<file path="src/rtl/mipi_rx_lane_merge_if.sv">
// Lane-merge port bundle: per-lane D-PHY receive bytes/flags in, merged word stream and status out.
// The master modport is the PHY/controller side; the slave modport is the merge block.
interface mipi_rx_lane_merge_if;
    logic        en;
    logic [7:0]  d0hsrxdata;
    logic        d0sync;
    logic        d0errsync;
    logic        d0nosync;
    logic [7:0]  d1hsrxdata;
    logic        d1sync;
    logic        d1errsync;
    logic        d1nosync;
    logic [15:0] outdata;
    logic        outvalid;
    logic        outsop;
    logic        outeop;
    logic        skewerr;
    logic        nosyncerr;
    logic        errsyncseen;
    logic        busy;

    modport master (
        output en, d0hsrxdata, d0sync, d0errsync, d0nosync,
               d1hsrxdata, d1sync, d1errsync, d1nosync,
        input  outdata, outvalid, outsop, outeop, skewerr, nosyncerr, errsyncseen, busy
    );

    modport slave (
        input  en, d0hsrxdata, d0sync, d0errsync, d0nosync,
               d1hsrxdata, d1sync, d1errsync, d1nosync,
        output outdata, outvalid, outsop, outeop, skewerr, nosyncerr, errsyncseen, busy
    );
endinterface

</file>
<file path="src/rtl/mipi_rx_lane_merge.sv">
// 2-lane D-PHY byte deskew and merge: per-lane FIFOs aligned on SYNC, merged into 16-bit words
// with SOP/EOP framing and sticky sync/skew error reporting.
//
// state     | meaning
// ----------+-----------------------------------------------------------------
// IDLE      | no burst; FIFOs, skew counter and hold register cleared
// WAIT_SYNC | EN high, collecting bytes from synced lanes, timing lane skew
// STREAM    | both lanes aligned, popping pairs, emitting the held word
// FLUSH     | EN dropped, draining pairs until the lagging lane runs dry
// ERROR     | skew/overflow/nosync fault, output muted until EN drops
module mipi_rx_lane_merge #(
    parameter int DEPTH    = 4,
    parameter int MAX_SKEW = 2
) (
    input logic             clkhsbyte,
    input logic             rstn,
    mipi_rx_lane_merge_if.slave lm
);

    localparam int AW = $clog2(DEPTH);
    localparam int SW = $clog2(MAX_SKEW + 2);

    typedef enum logic [2:0] {
        S_IDLE,
        S_WAIT_SYNC,
        S_STREAM,
        S_FLUSH,
        S_ERROR
    } state_t;

    state_t state_q, state_d;

    logic [7:0]  mem0 [DEPTH];
    logic [7:0]  mem1 [DEPTH];
    logic [AW:0] wptr0_q, rptr0_q, wptr1_q, rptr1_q;
    logic        empty0, empty1, full0, full1;
    logic [7:0]  rd0, rd1;

    logic          synced0_q, synced1_q;
    logic [SW-1:0] skewcnt_q, cur_skew;
    logic          ev0, ev1, s0, s1;

    logic [15:0] hold_q;
    logic        hold_v_q;
    logic        sop_pend_q;
    logic        skewerr_q, nosyncerr_q, errsyncseen_q;

    logic wr0, wr1, pop, ovf, emit, eop;
    logic set_skew, set_nosync, set_errs, clr_flags;

    assign empty0 = (wptr0_q == rptr0_q);
    assign empty1 = (wptr1_q == rptr1_q);
    assign full0  = (wptr0_q[AW] != rptr0_q[AW]) && (wptr0_q[AW-1:0] == rptr0_q[AW-1:0]);
    assign full1  = (wptr1_q[AW] != rptr1_q[AW]) && (wptr1_q[AW-1:0] == rptr1_q[AW-1:0]);
    assign rd0    = mem0[rptr0_q[AW-1:0]];
    assign rd1    = mem1[rptr1_q[AW-1:0]];

    // An ERRSYNC is still a usable sync; it only raises the informational flag.
    assign ev0      = lm.en & (lm.d0sync | lm.d0errsync);
    assign ev1      = lm.en & (lm.d1sync | lm.d1errsync);
    assign s0       = synced0_q | ev0;
    assign s1       = synced1_q | ev1;
    assign cur_skew = (synced0_q | synced1_q) ? skewcnt_q : '0;

    always_ff @(posedge clkhsbyte or negedge rstn) begin
        if (!rstn) begin
            state_q <= S_IDLE;
        end else begin
            state_q <= state_d;
        end
    end

    always_comb begin
        state_d    = state_q;
        wr0        = 1'b0;
        wr1        = 1'b0;
        pop        = 1'b0;
        ovf        = 1'b0;
        emit       = 1'b0;
        eop        = 1'b0;
        set_skew   = 1'b0;
        set_nosync = 1'b0;
        set_errs   = 1'b0;
        clr_flags  = 1'b0;
        case (state_q)
            S_IDLE: begin
                if (lm.en) begin
                    state_d   = S_WAIT_SYNC;
                    clr_flags = 1'b1;
                end
            end
            S_WAIT_SYNC: begin
                if (!lm.en) begin
                    state_d = S_IDLE;
                end else begin
                    wr0      = s0;
                    wr1      = s1;
                    set_errs = lm.d0errsync | lm.d1errsync;
                    if (lm.d0nosync | lm.d1nosync) begin
                        set_nosync = 1'b1;
                        state_d    = S_ERROR;
                    end else if (s0 & s1) begin
                        state_d = S_STREAM;
                    end else if ((s0 | s1) && (cur_skew == SW'(MAX_SKEW))) begin
                        // Next cycle would be skew MAX_SKEW+1 with one lane still unsynced.
                        set_skew = 1'b1;
                        state_d  = S_ERROR;
                    end
                end
            end
            S_STREAM: begin
                pop = !empty0 && !empty1;
                ovf = lm.en && (full0 || full1) && !pop;
                if (ovf) begin
                    pop      = 1'b0;
                    set_skew = 1'b1;
                    state_d  = S_ERROR;
                end else begin
                    wr0  = lm.en;
                    wr1  = lm.en;
                    emit = pop & hold_v_q;
                    if (!lm.en) begin
                        state_d = S_FLUSH;
                    end
                end
            end
            S_FLUSH: begin
                if (!empty0 && !empty1) begin
                    pop  = 1'b1;
                    emit = hold_v_q;
                end else begin
                    emit    = hold_v_q;
                    eop     = hold_v_q;
                    state_d = S_IDLE;
                end
            end
            S_ERROR: begin
                if (!lm.en) begin
                    state_d = S_IDLE;
                end
            end
            default: state_d = S_IDLE;
        endcase
    end

    always_ff @(posedge clkhsbyte) begin
        if (wr0) begin
            mem0[wptr0_q[AW-1:0]] <= lm.d0hsrxdata;
        end
        if (wr1) begin
            mem1[wptr1_q[AW-1:0]] <= lm.d1hsrxdata;
        end
    end

    always_ff @(posedge clkhsbyte or negedge rstn) begin
        if (!rstn) begin
            wptr0_q    <= '0;
            rptr0_q    <= '0;
            wptr1_q    <= '0;
            rptr1_q    <= '0;
            synced0_q  <= 1'b0;
            synced1_q  <= 1'b0;
            skewcnt_q  <= '0;
            hold_q     <= '0;
            hold_v_q   <= 1'b0;
            sop_pend_q <= 1'b1;
        end else if (state_q == S_IDLE) begin
            wptr0_q    <= '0;
            rptr0_q    <= '0;
            wptr1_q    <= '0;
            rptr1_q    <= '0;
            synced0_q  <= 1'b0;
            synced1_q  <= 1'b0;
            skewcnt_q  <= '0;
            hold_q     <= '0;
            hold_v_q   <= 1'b0;
            sop_pend_q <= 1'b1;
        end else begin
            if (wr0) wptr0_q <= wptr0_q + (AW+1)'(1);
            if (wr1) wptr1_q <= wptr1_q + (AW+1)'(1);
            if (pop) begin
                rptr0_q <= rptr0_q + (AW+1)'(1);
                rptr1_q <= rptr1_q + (AW+1)'(1);
            end
            if (state_q == S_WAIT_SYNC) begin
                synced0_q <= s0;
                synced1_q <= s1;
                if (s0 | s1) begin
                    skewcnt_q <= cur_skew + SW'(1);
                end
            end
            if (state_d == S_ERROR || state_d == S_IDLE) begin
                hold_q   <= '0;
                hold_v_q <= 1'b0;
            end else if (pop) begin
                hold_q   <= {rd1, rd0};
                hold_v_q <= 1'b1;
            end
            if (emit) begin
                sop_pend_q <= 1'b0;
            end
        end
    end

    // Sticky flags survive the return to IDLE so the protocol layer can read them after ERROR.
    always_ff @(posedge clkhsbyte or negedge rstn) begin
        if (!rstn) begin
            skewerr_q     <= 1'b0;
            nosyncerr_q   <= 1'b0;
            errsyncseen_q <= 1'b0;
        end else if (clr_flags) begin
            skewerr_q     <= 1'b0;
            nosyncerr_q   <= 1'b0;
            errsyncseen_q <= 1'b0;
        end else begin
            if (set_skew)   skewerr_q     <= 1'b1;
            if (set_nosync) nosyncerr_q   <= 1'b1;
            if (set_errs)   errsyncseen_q <= 1'b1;
        end
    end

    assign lm.outdata     = hold_q;
    assign lm.outvalid    = emit;
    assign lm.outsop      = emit & sop_pend_q;
    assign lm.outeop      = eop;
    assign lm.skewerr     = skewerr_q;
    assign lm.nosyncerr   = nosyncerr_q;
    assign lm.errsyncseen = errsyncseen_q;
    assign lm.busy        = (state_q != S_IDLE);

endmodule

</file>
<file path="src/flat_wrapper.sv">
// flat-port wrapper written by rule: the top's interface ports become plain ports
module mipi_rx_lane_merge_flat 
#(
    parameter int DEPTH    = 4,
    parameter int MAX_SKEW = 2
)
  (clkhsbyte, rstn, lm_en, lm_d0hsrxdata, lm_d0sync, lm_d0errsync, lm_d0nosync, lm_d1hsrxdata, lm_d1sync, lm_d1errsync, lm_d1nosync, lm_outdata, lm_outvalid, lm_outsop, lm_outeop, lm_skewerr, lm_nosyncerr, lm_errsyncseen, lm_busy);
  mipi_rx_lane_merge_if lm_i ();
  input logic clkhsbyte;
  input logic rstn;
  input wire logic [$bits(lm_i.en)-1:0] lm_en;
  input wire logic [$bits(lm_i.d0hsrxdata)-1:0] lm_d0hsrxdata;
  input wire logic [$bits(lm_i.d0sync)-1:0] lm_d0sync;
  input wire logic [$bits(lm_i.d0errsync)-1:0] lm_d0errsync;
  input wire logic [$bits(lm_i.d0nosync)-1:0] lm_d0nosync;
  input wire logic [$bits(lm_i.d1hsrxdata)-1:0] lm_d1hsrxdata;
  input wire logic [$bits(lm_i.d1sync)-1:0] lm_d1sync;
  input wire logic [$bits(lm_i.d1errsync)-1:0] lm_d1errsync;
  input wire logic [$bits(lm_i.d1nosync)-1:0] lm_d1nosync;
  output wire logic [$bits(lm_i.outdata)-1:0] lm_outdata;
  output wire logic [$bits(lm_i.outvalid)-1:0] lm_outvalid;
  output wire logic [$bits(lm_i.outsop)-1:0] lm_outsop;
  output wire logic [$bits(lm_i.outeop)-1:0] lm_outeop;
  output wire logic [$bits(lm_i.skewerr)-1:0] lm_skewerr;
  output wire logic [$bits(lm_i.nosyncerr)-1:0] lm_nosyncerr;
  output wire logic [$bits(lm_i.errsyncseen)-1:0] lm_errsyncseen;
  output wire logic [$bits(lm_i.busy)-1:0] lm_busy;
  assign lm_i.en = lm_en;
  assign lm_i.d0hsrxdata = lm_d0hsrxdata;
  assign lm_i.d0sync = lm_d0sync;
  assign lm_i.d0errsync = lm_d0errsync;
  assign lm_i.d0nosync = lm_d0nosync;
  assign lm_i.d1hsrxdata = lm_d1hsrxdata;
  assign lm_i.d1sync = lm_d1sync;
  assign lm_i.d1errsync = lm_d1errsync;
  assign lm_i.d1nosync = lm_d1nosync;
  assign lm_outdata = lm_i.outdata;
  assign lm_outvalid = lm_i.outvalid;
  assign lm_outsop = lm_i.outsop;
  assign lm_outeop = lm_i.outeop;
  assign lm_skewerr = lm_i.skewerr;
  assign lm_nosyncerr = lm_i.nosyncerr;
  assign lm_errsyncseen = lm_i.errsyncseen;
  assign lm_busy = lm_i.busy;
  mipi_rx_lane_merge #(.DEPTH(DEPTH), .MAX_SKEW(MAX_SKEW)) u_core (.clkhsbyte(clkhsbyte), .rstn(rstn), .lm(lm_i));
endmodule
</file>
<file path="config.mk">
export PLATFORM = sky130hd
export DESIGN_NAME = mipi_rx_lane_merge_flat
export DESIGN_NICKNAME = d
export VERILOG_FILES = /design/src/rtl/mipi_rx_lane_merge_if.sv /design/src/rtl/mipi_rx_lane_merge.sv /design/src/flat_wrapper.sv
export SDC_FILE = /design/constraint.sdc
export NUM_CORES = 1
export LEC_CHECK = 0
export BUFFER_PORTS_ARGS = -buffer_cell sky130_fd_sc_hd__buf_2
export CAP_MARGIN = 20
export CORE_UTILIZATION = 45
export CTS_CLUSTER_SIZE = 25
export DETAILED_ROUTE_END_ITERATION = 10
export PLACE_DENSITY = 0.63
export SLEW_MARGIN = 20
export SYNTH_ARGS = -nofsm -noshare
export SYNTH_HDL_FRONTEND = slang
export SYNTH_SLANG_ARGS = --single-unit
</file>
<file path="constraint.sdc">
create_clock -name clkhsbyte -period 6.6 [get_ports clkhsbyte]
set_clock_uncertainty 0.2 [all_clocks]
set_input_delay 0.33 -clock clkhsbyte [delete_from_list [all_inputs] [get_ports clkhsbyte]]
set_output_delay 0.33 -clock clkhsbyte [all_outputs]
set_load 0.05 [all_outputs]
</file>
After elaboration in Yosys (flattened, before gate mapping)

Memory sizes are Yosys's and may differ from the RTL's.
Cells that the tools add are included.

Word-level logic and storage cells: 140
Memories: 2
Bits of input ports: 25
RAM bits: 64
Output and inout port bits: 23
Register bits: 40

Reduce and logical (&&, ||, !) cells: 25
Add/sub/neg operators: 5
Multiplexer cells: 69
Equality and inequality tests: 12
Bitwise gates (word level): 13

Memory list:

| name        | words | width | read ports | clocked after Yosys merged registers in | wr ports | RTL line                 | RTL |
|---|---|---|---|---|---|---|---|
| u_core.mem0 | 4     | 8     | 1          | 0                                       | 1        | mipi_rx_lane_merge.sv:33 | `logic [7:0] mem0 [DEPTH];` |
| u_core.mem1 | 4     | 8     | 1          | 0                                       | 1        | mipi_rx_lane_merge.sv:34 | `logic [7:0] mem1 [DEPTH];` |

Operators with widths:

| kind                | number |
|---|---|
| $mux 3              | 17 |
| $mux 16             | 3 |
| $mux 1              | 39 |
| $reduce_bool 2->1   | 9 |
| $pmux 3 s5          | 1 |
| $add 3x1->3 const B | 4 |
| $pmux 1 s2          | 5 |
| $mux 2              | 4 |
| $or 1x1->1          | 8 |
| $eq 3x2->1 const B  | 2 |
| $eq 3x3->1          | 2 |
| $eq 3x3->1 const B  | 2 |
| $logic_and 1x1->1   | 6 |
| $logic_not 3->1     | 2 |
| $reduce_bool 3->1   | 2 |
| $and 1x1->1         | 5 |
| $eq 2x2->1          | 2 |
| $eq 3x1->1 const B  | 1 |
| $logic_not 1->1     | 3 |
| $add 2x1->2 const B | 1 |
| $eq 2x2->1 const B  | 1 |
| $logic_or 1x1->1    | 2 |
| $ne 1x1->1          | 2 |
| $reduce_and 2->1    | 1 |

Longest topological paths before layout

Depth after elaboration: 14
Gate-level depth with buffers: 8
Depth with buffers taken out: 5

Least setup slack after synthesis

OpenSTA, ideal clock, no wires.

Path type: register to output
Start point: register u_core.rptr1_q[0]
End point: output lm_outsop
Data arrival time: 1.946 ns
Path slack: 4.124 ns
Required time: 6.070 ns
Cell stages (with the launch flop): 7
Buffers on the path: 1
Path through: dfrtp_1 buf_4 xnor2_1 nand3_1 nor2b_1 o211a_1 and2_1

Cells in the longest elaborated chain, start to end: 8
Elaborated cells between the ends (all ways): 13
Those cells by class: 2 x eq/ne; 2 x mux; 2 x bitwise; 7 x reduce/logical

RTL lines:

| item                                                  | RTL line                                             | RTL |
|---|---|---|
| start: declaration                                    | mipi_rx_lane_merge.sv:35                             | `logic [AW:0] wptr0_q, rptr0_q, wptr1_q, rptr1_q;` |
| start signal: assignment                              | mipi_rx_lane_merge.sv:183                            | `rptr1_q <= rptr1_q + (AW+1)'(1);` |
| $eq 3x3->1 or $eq 2x2->1 (tied branches)              | mipi_rx_lane_merge.sv:52, mipi_rx_lane_merge.sv:54   |  |
| $logic_not 1->1 or $logic_and 1x1->1 (tied branches)  | mipi_rx_lane_merge.sv:112, mipi_rx_lane_merge.sv:54  |  |
| $logic_and 1x1->1 or $logic_or 1x1->1 (tied branches) | mipi_rx_lane_merge.sv:112, mipi_rx_lane_merge.sv:113 |  |
| $logic_not 1->1 or $logic_and 1x1->1 (tied branches)  | mipi_rx_lane_merge.sv:113                            | `ovf = lm.en && (full0 \|\| full1) && !pop;` |
| $logic_and 1x1->1                                     | mipi_rx_lane_merge.sv:113                            |  |
| $mux 1 *                                              | mipi_rx_lane_merge.sv:114                            | `if (ovf) begin` |
| $pmux 1 s2 *                                          | mipi_rx_lane_merge.sv:85                             | `case (state_q)` |
| net lm_outvalid                                       | flat_wrapper.sv:21                                   | `output wire logic [$bits(lm_i.outvalid)-1:0] lm_outvalid;` |
| $and 1x1->1 *                                         | mipi_rx_lane_merge.sv:224                            | `assign lm.outsop = emit & sop_pend_q;` |
| end: declaration                                      | flat_wrapper.sv:22                                   | `output wire logic [$bits(lm_i.outsop)-1:0] lm_outsop;` |

Mark *: on every way through the listed nets, which the timed path passes. The rest lies on a longest branch.

Worst setup path after layout

Start point: register u_core.rptr1_q[0]
End point: output lm_outsop

Cells in the longest elaborated chain, start to end: 8
Elaborated cells between the ends (all ways): 13
Those cells by class: 2 x eq/ne; 2 x mux; 2 x bitwise; 7 x reduce/logical

RTL lines:

| item                                                  | RTL line |
|---|---|
| $eq 3x3->1 or $eq 2x2->1 (tied branches)              | mipi_rx_lane_merge.sv:52, mipi_rx_lane_merge.sv:54 |
| $logic_not 1->1 or $logic_and 1x1->1 (tied branches)  | mipi_rx_lane_merge.sv:112, mipi_rx_lane_merge.sv:54 |
| $logic_and 1x1->1 or $logic_or 1x1->1 (tied branches) | mipi_rx_lane_merge.sv:112, mipi_rx_lane_merge.sv:113 |
| $logic_not 1->1 or $logic_and 1x1->1 (tied branches)  | mipi_rx_lane_merge.sv:113 |
| $logic_and 1x1->1                                     | mipi_rx_lane_merge.sv:113 |
| $mux 1 *                                              | mipi_rx_lane_merge.sv:114 |
| $pmux 1 s2 *                                          | mipi_rx_lane_merge.sv:85 |
| $and 1x1->1 *                                         | mipi_rx_lane_merge.sv:224 |

Every way passes the cells marked *; elsewhere a longest branch is shown, timed or not.

==> summary.md <==
| Metric | Value |
|---|---|
| Diode count | `0` |
| First-pass GRT wire length | `15.44 mm` |
| Routed WL per cell | `17.18 um` |
| Top delay family on crit path | `flip-flops` |
| Simple-Gate Fraction of Synth Area | `0.1028` |
| CP endpoint kind | `output port` |
| VDD IR max | `0.09900 mV` |
| WHS Path Cells | `2` |
| Class of the worst hold path | `in2reg` |
| Power density over the cells | `244.4 mW/mm^2` |
| Power, Total | `1.335 mW` |
| Clock sinks | `104` |
| Crit start category | `flop` |
| Die W | `105.6 um` |
| Xor/xnor share of the synthesized area | `0.02176` |
| Postcts setup bufs | `0` |
| Die area | `0.01115 mm^2` |
| Synth Flop Type | `edfxtp_1` |
| Hold slack final | `0.1195 ns` |
| R2r setup slk | `3.80 ns` |
| Tcrit/Tclk final | `0.4388` |
| Max incr delay on CP | `0.77 ns` |
| CTS tree | `done` |
| Boundary pin count | `48` |
| Final Cell Area | `0.005460 mm^2` |
| Total GRT Usage | `0.1800` |
| Maximum fanout along the worst path | `11` |
| Outcome | `complete, no violations` |
| Final Max Tran Viols | `0` |
| Worst-path cell chain | `xnor2_1 > nand3_1 > nor2b_1 > o211a_1 > and2_1 > buf_2` |
| Post-synthesis compound-gate area fraction | `0.1235` |
| CP Data Required Time | `6.07 ns` |
| Area delta synth->final | `13.03%` |
| Synth Cell Area | `0.004831 mm^2` |
| DP Wirelength | `6.185 mm` |
| Min-delay src | `lm_en` |
| Clock transition at path regs | `0.10 ns` |
| Synthesized flop and latch total | `104` |
| Mean Syn Cell Area | `13.57 um^2` |
| DRT Pass-1 Iters | `4` |
| Die height | `105.6 um` |
| Synth area leaders | `edfxtp_1 (40%), dfrtp_1 (20%), mux4_2 (7.5%)` |
| Share of the synthesized area in the top cell type | `0.3978` |
| GR Overflow Total | `0` |
| RD Place Congestion | `0.7750` |
| Most frequent cell after synthesis | `edfxtp_1` |
| Worst-Skew Late Latency | `0.36 ns` |
| FP Rows | `37` |
| Worst Hold End | `u_core.state_q[2]` |
| Port Buf Inserts | `47` |
| Top cell type by total area after synthesis | `edfxtp_1` |
| Initial DRC count | `145` |
| Initial antenna violation count | `0` |
| Layout Nets | `446` |
| Setup-failing EPs final | `0` |
| Max_slew headroom | `0.2825` |
| Mapped Nets | `392` |
| R2R cell count | `5` |
| Sequential Area | `0.002924 mm^2` |
| FF-to-FF Start | `u_core.rptr0_q[0]` |
| FF-to-FF End | `u_core.lm.outdata[14]` |
| CTS root buffer | `clkbuf_8` |
| Max_cap viols | `0` |
| Fraction of layout cells with a size suffix above 1 | `0.2386` |
| Final min period | `2.896 ns` |
| Adder-cell share of the synthesized area | `0.03082` |
| Routed Antenna Nets | `0` |
| EDFF count, synth | `64` |
| Placed inst area | `0.005106 mm^2` |
| Sequential share of the synthesized area | `0.6053` |
| Slew @ Worst Pin | `1.074 ns` |
| DRC | `0` |
| Layout fillers | `900` |
| Final TNS setup | `0 ns` |
| Drt via density | `5.597` |
| Post-CTS sizing | `0` |
| Routed Wire Length | `9.465 mm` |
| Mux contribution to synthesized area | `0.07874` |
| Largest family of logic cells by synthesized area | `compound AO/OA/AOI/OAI gates` |
| Netlist cell types | `49` |
| Max Buffers Root-to-Sink | `2` |
| CP Class | `reg2out` |
| Achievable Freq | `345.3 MHz` |
| Ys async rst share | `0.3846` |
| Critical path's slowest cell | `dfrtp_1` |
| Worst Path Buf+Inv | `1` |
| Largest net degree at the start of global routing | `41` |
| Area of the multi-input gates | `0.001734 mm^2` |
| Unrepaired setup endpoints after global routing | `false` |
| CTS Hold Bufs | `17` |
| Core Area | `0.01037 mm^2` |
| Static Leak | `2.140 nW` |
| Commonest cells in the netlist | `edfxtp_1 (64), dfrtp_1 (39), nand2_1 (37), nand3_1 (23)` |
| Critical Path AT | `2.37 ns` |
| Num CTS Buffers | `9` |
| Starting Density | `0.4659` |
| Fin. Hold Viols | `0` |
| YS warnings | `0` |
| Vias in the first global route | `2,925` |
| Synthesized instance count | `356` |
| Vias post-DR | `3,084` |
| H-Tree Depth | `3` |
## report_power, final
part	switching (mW)	total, mW	internal [mW]
Combinational	0.157	0.219	0.0627
Clock	0.226	0.370	0.144
Sequential	0.0262	0.745	0.719
Total	0.409	1.33	0.926
## placed cells by master (no fill, tap or decap), drive strengths merged, types with 7 or more instances in the layout
| cell | instances |
|---|---|
| clkbuf | 10 |
| buf | 48 |
| ha | 11 |
| o2111ai | 16 |
| a21oi | 15 |
| inv | 15 |
| nand3 | 23 |
| dfrtp | 39 |
| and2 | 9 |
| mux4 | 16 |
| dlygate4sd3 | 17 |
| nand2 | 37 |
| nor3 | 7 |
| o21ai | 13 |
| nor2 | 14 |
| edfxtp | 64 |
| o211ai | 17 |
## registers in the layout, summed over array words and instances (netlist names), 2 cells and up
| name | cells |
|---|---|
| u_core.lm.outdata | 16 |
| u_core.mem0 | 32 |
| u_core.mem1 | 32 |
| u_core.rptr0_q | 3 |
| u_core.rptr1_q | 3 |
| u_core.skewcnt_q | 2 |
| u_core.state_q | 3 |
| u_core.wptr0_q | 3 |
| u_core.wptr1_q | 3 |
## per-layer routing
layer  part of all wire  GRT usage
met1               0.50     0.2734
met2               0.46     0.2655
met3              0.028    0.02783
met4             0.0082    0.05853
met5                  0          0
## worst max path at each step
stage,start,to,slack [ns],depth (start not counted)
floorplan,u_core.rptr1_q[0],lm_outsop,4.12,6
global placement,u_core.rptr0_q[0],u_core.lm.outdata[12],3.88,5
global route,u_core.rptr1_q[0],lm_outsop,3.47,6
CTS,u_core.rptr1_q[0],lm_outsop,3.66,6
detailed placement,u_core.rptr0_q[0],u_core.lm.outdata[15],3.79,5
finish,u_core.rptr1_q[0],lm_outsop,3.70,6
## through the flow
stage | std cells | utilization | worst slack [ns]
global placement | 518 | 0.4924 | 3.876
global route | 551 | 0.5265 | 3.469
CTS | 551 | 0.5259 | 3.660
detailed placement | 518 | 0.4924 | 3.788
floorplan | 356 | - | 4.124
finish | 551 | 0.5265 | 3.704
## kinds of logic after synthesis
group	after synthesis
flip-flops	104
AND/OR/NAND/NOR	102
AO/OA/AOI/OAI	75
buffers and inverters	33
multiplexers	18
XOR/XNOR	12
adder cells (fa/ha/maj)	12
## cell type report
class                           instances  area share
Sequential cell                       104      0.5355
Multi-Input combinational cell        219      0.3176
Timing Repair Buffer                   65     0.07562
Tap cell                              136     0.03116
Clock buffer                           10     0.02337
Clock inverter                          6    0.009166
Inverter                               11    0.007562
(Power assumes the default switching activity.)
